[src/rtl/fetch_stage_if.sv]
// fetch_stage_if: groups the instruction-memory read port and the IF/ID
// pipeline-register outputs of the fetch stage into one bundle.
//
//   im_addr_o      fetch -> IM      read address (current PC)
//   im_rd_en_o     fetch -> IM      read enable
//   im_instr_i     IM    -> fetch   instruction at im_addr_o, same cycle
//   ifid_instr_o   fetch -> decode  IF/ID instruction
//   ifid_pc_o      fetch -> decode  PC of ifid_instr_o
//   ifid_pc_inc_o  fetch -> decode  ifid_pc_o + 1 (modulo)
//   ifid_valid_o   fetch -> decode  IF/ID holds a real instruction
//
// master: the fetch stage.  slave: the IM / decode side.
interface fetch_stage_if #(
  parameter int ADDR_W  = 16,
  parameter int INSTR_W = 16
);
  logic [ADDR_W-1:0]  im_addr_o;
  logic               im_rd_en_o;
  logic [INSTR_W-1:0] im_instr_i;
  logic [INSTR_W-1:0] ifid_instr_o;
  logic [ADDR_W-1:0]  ifid_pc_o;
  logic [ADDR_W-1:0]  ifid_pc_inc_o;
  logic               ifid_valid_o;

  modport master (
    output im_addr_o, im_rd_en_o,
    input  im_instr_i,
    output ifid_instr_o, ifid_pc_o, ifid_pc_inc_o, ifid_valid_o
  );

  modport slave (
    input  im_addr_o, im_rd_en_o,
    output im_instr_i,
    input  ifid_instr_o, ifid_pc_o, ifid_pc_inc_o, ifid_valid_o
  );
endinterface

[src/rtl/fetch_stage.sv]
// fetch_stage: instruction-fetch stage. Owns the PC, drives the instruction
// memory and loads the IF/ID register. Handles stall, branch redirect with
// wrong-path flush, and halt detection with a pipeline drain before hlt_o.
//
// Ports:
//   clk          rising-edge clock
//   rst_n        asynchronous active-low reset
//   stall_i      hold PC and IF/ID
//   br_taken_i   branch/jump resolved taken this cycle
//   br_target_i  redirect address (valid with br_taken_i)
//   bus          fetch_stage_if.master: IM read port + IF/ID outputs
//   hlt_o        sticky halt, cleared only by reset
module fetch_stage #(
  parameter int                 ADDR_W    = 16,
  parameter int                 INSTR_W   = 16,
  parameter int                 OPC_W     = 4,
  parameter logic [ADDR_W-1:0]  RESET_PC  = '0,
  parameter logic [OPC_W-1:0]   HLT_OPC   = 4'hF,
  parameter logic [INSTR_W-1:0] NOP_INSTR = '0,
  parameter int                 DRAIN     = 3
) (
  input  logic              clk,
  input  logic              rst_n,
  input  logic              stall_i,
  input  logic              br_taken_i,
  input  logic [ADDR_W-1:0] br_target_i,
  fetch_stage_if.master     bus,
  output logic              hlt_o
);

  localparam int CNT_W = (DRAIN < 1) ? 1 : $clog2(DRAIN + 1);

  typedef enum logic [1:0] {
    ST_RUN       = 2'd0,
    ST_HALT_PEND = 2'd1,
    ST_HALTED    = 2'd2
  } state_t;

  state_t             state_reg, state_next;
  logic [ADDR_W-1:0]  pc_reg, pc_next;
  logic [CNT_W-1:0]   cnt_reg, cnt_next;
  logic [INSTR_W-1:0] ifid_instr_reg, ifid_instr_next;
  logic [ADDR_W-1:0]  ifid_pc_reg, ifid_pc_next;
  logic [ADDR_W-1:0]  ifid_pc_inc_reg, ifid_pc_inc_next;
  logic               ifid_valid_reg, ifid_valid_next;
  logic               hlt_reg, hlt_next;

  logic [ADDR_W-1:0]  pc_plus1;
  logic [OPC_W-1:0]   opcode;

  // Modulo increment: all-ones wraps to zero.
  assign pc_plus1 = pc_reg + {{(ADDR_W-1){1'b0}}, 1'b1};
  assign opcode   = bus.im_instr_i[INSTR_W-1 -: OPC_W];

  always_ff @(posedge clk or negedge rst_n) begin
    if (!rst_n) begin
      state_reg       <= ST_RUN;
      pc_reg          <= RESET_PC;
      cnt_reg         <= '0;
      ifid_instr_reg  <= NOP_INSTR;
      ifid_pc_reg     <= '0;
      ifid_pc_inc_reg <= '0;
      ifid_valid_reg  <= 1'b0;
      hlt_reg         <= 1'b0;
    end else begin
      state_reg       <= state_next;
      pc_reg          <= pc_next;
      cnt_reg         <= cnt_next;
      ifid_instr_reg  <= ifid_instr_next;
      ifid_pc_reg     <= ifid_pc_next;
      ifid_pc_inc_reg <= ifid_pc_inc_next;
      ifid_valid_reg  <= ifid_valid_next;
      hlt_reg         <= hlt_next;
    end
  end

  always_comb begin
    state_next       = state_reg;
    pc_next          = pc_reg;
    cnt_next         = cnt_reg;
    ifid_instr_next  = ifid_instr_reg;
    ifid_pc_next     = ifid_pc_reg;
    ifid_pc_inc_next = ifid_pc_inc_reg;
    ifid_valid_next  = ifid_valid_reg;
    hlt_next         = hlt_reg;

    case (state_reg)
      ST_RUN: begin
        if (br_taken_i) begin
          // Redirect wins over a simultaneous stall; the fetched word is wrong-path.
          pc_next         = br_target_i;
          ifid_instr_next = NOP_INSTR;
          ifid_valid_next = 1'b0;
        end else if (!stall_i) begin
          ifid_instr_next  = bus.im_instr_i;
          ifid_pc_next     = pc_reg;
          ifid_pc_inc_next = pc_plus1;
          ifid_valid_next  = 1'b1;
          if (opcode == HLT_OPC) begin
            // PC parks on the halt so a later redirect-free drain stays put.
            cnt_next   = '0;
            state_next = ST_HALT_PEND;
          end else begin
            pc_next = pc_plus1;
          end
        end
      end

      ST_HALT_PEND: begin
        if (br_taken_i) begin
          // An older branch resolved: the captured halt was on the wrong path.
          pc_next         = br_target_i;
          ifid_instr_next = NOP_INSTR;
          ifid_valid_next = 1'b0;
          state_next      = ST_RUN;
        end else if (!stall_i) begin
          ifid_instr_next = NOP_INSTR;
          ifid_valid_next = 1'b0;
          if (cnt_reg == CNT_W'(DRAIN)) begin
            hlt_next   = 1'b1;
            state_next = ST_HALTED;
          end else begin
            cnt_next = cnt_reg + {{(CNT_W-1){1'b0}}, 1'b1};
          end
        end
      end

      ST_HALTED: begin
        // Frozen until reset.
      end

      default: begin
        state_next = ST_RUN;
      end
    endcase
  end

  assign bus.im_addr_o     = pc_reg;
  assign bus.im_rd_en_o    = (state_reg == ST_RUN) && !stall_i;
  assign bus.ifid_instr_o  = ifid_instr_reg;
  assign bus.ifid_pc_o     = ifid_pc_reg;
  assign bus.ifid_pc_inc_o = ifid_pc_inc_reg;
  assign bus.ifid_valid_o  = ifid_valid_reg;
  assign hlt_o             = hlt_reg;

endmodule

[src/flat_wrapper.sv]
// flat-port wrapper written by rule: the top's interface ports become plain ports
module fetch_stage_flat 
#(
  parameter int                 ADDR_W    = 16,
  parameter int                 INSTR_W   = 16,
  parameter int                 OPC_W     = 4,
  parameter logic [ADDR_W-1:0]  RESET_PC  = '0,
  parameter logic [OPC_W-1:0]   HLT_OPC   = 4'hF,
  parameter logic [INSTR_W-1:0] NOP_INSTR = '0,
  parameter int                 DRAIN     = 3
)
  (clk, rst_n, stall_i, br_taken_i, br_target_i, hlt_o, bus_im_addr_o, bus_im_rd_en_o, bus_im_instr_i, bus_ifid_instr_o, bus_ifid_pc_o, bus_ifid_pc_inc_o, bus_ifid_valid_o);
  fetch_stage_if #(.ADDR_W(ADDR_W), .INSTR_W(INSTR_W)) bus_i ();
  input  logic clk;
  input  logic rst_n;
  input  logic stall_i;
  input  logic br_taken_i;
  input  logic [ADDR_W-1:0] br_target_i;
  output logic hlt_o;
  output wire logic [$bits(bus_i.im_addr_o)-1:0] bus_im_addr_o;
  output wire logic [$bits(bus_i.im_rd_en_o)-1:0] bus_im_rd_en_o;
  input wire logic [$bits(bus_i.im_instr_i)-1:0] bus_im_instr_i;
  output wire logic [$bits(bus_i.ifid_instr_o)-1:0] bus_ifid_instr_o;
  output wire logic [$bits(bus_i.ifid_pc_o)-1:0] bus_ifid_pc_o;
  output wire logic [$bits(bus_i.ifid_pc_inc_o)-1:0] bus_ifid_pc_inc_o;
  output wire logic [$bits(bus_i.ifid_valid_o)-1:0] bus_ifid_valid_o;
  assign bus_im_addr_o = bus_i.im_addr_o;
  assign bus_im_rd_en_o = bus_i.im_rd_en_o;
  assign bus_i.im_instr_i = bus_im_instr_i;
  assign bus_ifid_instr_o = bus_i.ifid_instr_o;
  assign bus_ifid_pc_o = bus_i.ifid_pc_o;
  assign bus_ifid_pc_inc_o = bus_i.ifid_pc_inc_o;
  assign bus_ifid_valid_o = bus_i.ifid_valid_o;
  fetch_stage #(.ADDR_W(ADDR_W), .INSTR_W(INSTR_W), .OPC_W(OPC_W), .RESET_PC(RESET_PC), .HLT_OPC(HLT_OPC), .NOP_INSTR(NOP_INSTR), .DRAIN(DRAIN)) u_core (.clk(clk), .rst_n(rst_n), .stall_i(stall_i), .br_taken_i(br_taken_i), .br_target_i(br_target_i), .bus(bus_i), .hlt_o(hlt_o));
endmodule
[config.mk]
export PLATFORM = sky130hd
export DESIGN_NAME = fetch_stage_flat
export DESIGN_NICKNAME = d
export VERILOG_FILES = /design/src/rtl/fetch_stage_if.sv /design/src/rtl/fetch_stage.sv /design/src/flat_wrapper.sv
export SDC_FILE = /design/constraint.sdc
export NUM_CORES = 1
export LEC_CHECK = 0
export CORE_MARGIN = 4
export CORE_UTILIZATION = 46
export CTS_CLUSTER_DIAMETER = 40
export DETAILED_ROUTE_END_ITERATION = 7
export PLACE_DENSITY = 0.77
export SYNTH_ARGS = -nofsm -noshare
export SYNTH_HDL_FRONTEND = slang
export SYNTH_SLANG_ARGS = --single-unit
export TNS_END_PERCENT = 10
[constraint.sdc]
create_clock -name clk -period 2.2 [get_ports clk]
set_input_delay 0.44 -clock clk [delete_from_list [all_inputs] [get_ports clk]]
set_output_delay 0.44 -clock clk [all_outputs]
set_load 0.02 [all_outputs]
======== Yosys cells after proc, flatten, opt, wreduce, memory -nomap -nowiden ========
Cells that the tools add are included.
storage, ports and cells
  input port bits ......................... 36
  output and inout bits ................... 67
  bits in registers ....................... 70
  word-level logic and storage cells ...... 67
cells by class
  eq/ne operators ......................... 15
  add/subtract/negate cells ............... 2
  bitwise gates (word level) .............. 3
  reduce and logical (&&, ||, !) cells .... 10
  mux-type cells .......................... 29
operators by type and width
  operator                                               count
  two-way mux 16 bit                                     8
  one-hot mux 16 bit (2 select lines)                    2
  two-way mux 2 bit                                      12
  adder 16 x 1 -> 16 bit, second input constant          1
  inequality test 2 bit, second input constant           6
  inequality test 3 bit, second input constant           3
  AND reduction 4 bit                                    2
  AND reduction 7 bit                                    1
  one-hot mux 2 bit (3 select lines)                     1
  AND reduction 3 bit                                    2
  AND reduction 6 bit                                    1
  equality test 2 bit, second input constant             2
  equality test 4 bit, second input constant             1
  two-way mux 1 bit                                      4
  one-hot mux 2 bit (2 select lines)                     1
  inequality test 3 x 2 -> 1 bit, second input constant  1
  NOT 1 bit                                              3
  adder 2 x 1 -> 2 bit, second input constant            1
  equality test 2 x 1 -> 1 bit, second input constant    1
  zero test 2 bit                                        1
  inequality test 2 x 1 -> 1 bit, second input constant  1
  one-hot mux 1 bit (2 select lines)                     1
  nonzero test 2 bit                                     1
  logical AND 1 bit                                      1
  zero test 1 bit                                        1

======== Logic depth before layout (Yosys ltp) ========
  depth after elaboration ................. 5
  mapped depth ............................ 7
  gate-level depth less buffers ........... 6

======== Worst setup path before layout ========
Ideal clock, no wire load.
  kind .................................... register -> register
  from .................................... register u_core.pc_reg[7], in the netlist u_core.bus.im_addr_o[7]
  to ...................................... register u_core.pc_reg[15], in the netlist u_core.bus.im_addr_o[15]
  clock period less this slack ............ 2.120 ns
  cell stages (with the launch flop) ...... 8
  path buffers ............................ 2
  setup slack ............................. 0.080 ns
  data arrival time ....................... 1.986 ns
  data required time ...................... 2.067 ns
  setup time .............................. 0.133 ns
  cells stage by stage .................... dfrtp_1 buf_2 nand4_2 or4_1 buf_2 or3_4 o22ai_1 a2bb2oi_2
between the ends
  cells in the longest elaborated chain, start to end .. 5
ends and longest elaborated chain
  item                                 line               RTL
  start: declaration                   fetch_stage.sv:40  logic [ADDR_W-1:0] pc_reg, pc_next;
  start signal: assignment             fetch_stage.sv:67  pc_reg <= pc_next;
  adder 16 x 1 -> 16 bit               fetch_stage.sv:52  assign pc_plus1 = pc_reg + {{(ADDR_W-1){1'b0}}, 1'b1};
  two-way mux 16 bit                   fetch_stage.sv:99  if (opcode == HLT_OPC) begin
  two-way mux 16 bit                   fetch_stage.sv:94  end else if (!stall_i) begin
  two-way mux 16 bit                   fetch_stage.sv:89  if (br_taken_i) begin
  one-hot mux 16 bit (2 select lines)  fetch_stage.sv:87  case (state_reg)
Every way passes these cells. The select of a mux whose other input is x is not followed.
A chain may end at the register's enable or synchronous reset.

======== Worst setup path after layout ========
  from .................................... register u_core.pc_reg[0], in the netlist u_core.bus.im_addr_o[0]
  to ...................................... output bus_im_addr_o[0]
RTL lines
  item              line                RTL
  end: declaration  flat_wrapper.sv:20  output wire logic [$bits(bus_i.im_addr_o)-1:0] bus_im_addr_o;
No word-level cell between the ends.

==> results.sh <==
export IMPL_antenna_found_initial=0
export IMPL_placedCellCount=479
export IMPL_clockBufferDepth=2
export IMPL_place_congestion=0.831
export IMPL_ant_nets=0
export IMPL_numCtsBuffers=9
export IMPL_vias_per_cell=5.42
export IMPL_worstPathMaxFanout=5
export IMPL_p_per_area_nw_per_um2=1010
export IMPL_r2r_end="u_core.bus.im_addr_o[14]$_DFFE_PN0P_"
export IMPL_place_hpwl_um=6120
export IMPL_drive_gt1_share_pct=17.2
export IMPL_grt_pass1_wl_um=14100
export IMPL_crit_path_end_kind="output pin"
export IMPL_fin_tns_setup_ps=0
export IMPL_synth_edf_count=0
export IMPL_drtIter0Drc=137
export IMPL_finalSetupViolCount=0
export IMPL_fp_row_count=29
export IMPL_fmax_mhz=502
export IMPL_num_vias=2684
export IMPL_design_die_area_um2=8230
export IMPL_min_period_ps=1990
export IMPL_yosysUniqueCellTypes=39
export IMPL_portBuffers=102
export IMPL_dr_pass1_iters=5
export IMPL_ff2ff_path_depth=7
export IMPL_dieHeight_um=90.7
export IMPL_area_growth_pct=47.2
export IMPL_tightest_slew_ps=558
export IMPL_hold_viol=0
export IMPL_core_um2=6490
export IMPL_synth_fp_nets=331
export IMPL_io_pins=103
export IMPL_ys_seq_area_share_pct=55.7
export IMPL_avgSynthCellArea_um2=10.7
export IMPL_peakVddDrop_mv=0.681
export IMPL_synth_cells=293
export IMPL_clock_sinks=70
export IMPL_grt_start_max_net_pins=38
export IMPL_critPathLaunchType="flip-flop"
export IMPL_rsz0062_at_grt="false"
export IMPL_layout_common_cells="clkdlybuf4s50_1 (100), dfrtp_1 (70), buf_4 (28), a21oi_1 (27), nor2_1 (27)"
export IMPL_slew_headroom_pct=62.8
export IMPL_clk_latency_ps=340
export IMPL_p_leak_nw=2.02
export IMPL_r2r_start="u_core.bus.im_addr_o[1]$_DFFE_PN0P_"
export IMPL_report_final_slew_viol_count=0
export IMPL_cts_root_buf="clkbuf_8"
export IMPL_clkTransAtPathRegs_ps=80
export IMPL_critPathLaunch="u_core.bus.im_addr_o[0]$_DFFE_PN0P_"
export IMPL_htree_levels=3
export IMPL_initial_core_util_pct=48.4
export IMPL_hold_class="in2async"
export IMPL_post_cts_resize_count=1
export IMPL_nets=451
export IMPL_fin_worst_skew_ps=7.17
export IMPL_routedWlPerCell_um=16.8
export IMPL_cts_tree="built"
export IMPL_cp_required_ps=1760
export IMPL_drc=0
export IMPL_antenna_cells=0
export IMPL_grt_overflow_total=0
export IMPL_grt_pass1_vias=2830
export IMPL_ys_flop_type="dfrtp_1"
export IMPL_status="completed"
export IMPL_finalNonFillerCells=495
export IMPL_final_common_cell="clkdlybuf4s50_1"
export IMPL_grt_use_total_pct=21.1
export IMPL_cp_data_arrival_time_ps=1550
export IMPL_timing_final_crit_share_pct=90.6
export IMPL_drv_cap=0
export IMPL_routed_wl_um=8320
export IMPL_reg2reg_slack_ps=250
export IMPL_ys_ff_latch=70
export IMPL_synthesis_area_um2=3150
export IMPL_crit_type="reg2out"
export IMPL_die_w_um=90.7
export IMPL_synthArstFlopShare_pct=100
export IMPL_postCtsSetupBuffers=0
export IMPL_yosys_warnings=0
export IMPL_cts_hold_fix_buffers=0
==> routing by layer <==
layer	up-vias	part of all wire, %	track usage, %	routed length, um
met1	1320	46	28.5	3810
li1	1283	-	-	-
met5	-	0	0	0
met3	11	4.1	3.75	341
met4	0	1.5	7.02	122
met2	70	49	34.3	4050
==> cell families (layout without fill, tap and decap cells) <==
| logic type | after synthesis | after routing | synth area share [%] |
|---|---|---|---|
| AO/OA/AOI/OAI | 81 | 81 | 17.1 |
| XOR/XNOR | 13 | 13 | 3.62 |
| adder cells (fa/ha/maj) | 2 | 2 | 0.795 |
| buffers and inverters | 28 | 153 | 3.66 |
| flip-flops | 70 | 70 | 55.7 |
| multiplexers | 20 | 20 | 7.08 |
| AND/OR/NAND/NOR | 79 | 79 | 12.0 |
==> worst max path at each step <==
stage | end | slack (ps) | cells past startpoint
floorplan | u_core.bus.im_addr_o[15]$_DFFE_PN0P_ | 80 | 7
global placement | bus_im_rd_en_o | 60 | 3
detailed placement | bus_im_rd_en_o | 30 | 3
CTS | bus_im_addr_o[0] | 190 | 2
global route | bus_im_addr_o[0] | 150 | 2
finish | bus_im_addr_o[0] | 210 | 2
==> final cells by class <==
cell class | instances | area (um2)
timing repair buffer | 131 | 1260
sequential | 70 | 1750
multi-input combinational | 195 | 1290
tap | 77 | 96.3
clock inverter | 5 | 56.3
fill | 484 | 1860
clock buffer | 11 | 151
inverter | 6 | 22.5
==> critical path, cell delays in order (launching register included) <==
cell	delay [ps]
dfrtp_1	420
buf_4	180
clkdlybuf4s50_1	620
==> report_power, final <==
| group | switching [W] | total [W] | internal, W |
|---|---|---|---|
| Clock | 0.000502 | 0.00109 | 0.000586 |
| Combinational | 0.000930 | 0.00184 | 0.000907 |
| Sequential | 0.000213 | 0.00178 | 0.00156 |
| Total | 0.00164 | 0.00470 | 0.00306 |
==> cells in the mapped netlist (5+ instances only) <==
master    number  area (um2)
nand3_1        8        40.0
buf_2          5        25.0
mux2_2        18         203
xor2_1         5        43.8
clkbuf_1      15        56.3
a21oi_1       28         140
xnor2_1        8        70.1
nor2_1        27         101
inv_1          6        22.5
o21ai_0       10        50.1
a22o_1        18         158
dfrtp_1       70        1750
o22ai_1        6        37.5
nand2_1       20        75.1
nor3_1         8        40.0
==> through the flow <==
step / instance area, um2 / util (%) / total power, W / setup slack, ps / hold WS, ps
finish: 4630 / 71.3 / 0.00470 / 207 / 39.3
global route: 4630 / 71.3 / 0.00495 / 154 / 64.5
CTS: 4630 / 71.3 / 0.00473 / 188 / 51.7
floorplan: 3150 / - / 0.00268 / 80.3 / 144
global placement: 4420 / 68.1 / 0.00359 / 58.3 / 423
detailed placement: 4420 / 68.1 / 0.00363 / 29.0 / 427
Power figures use the tool's default switching activity.
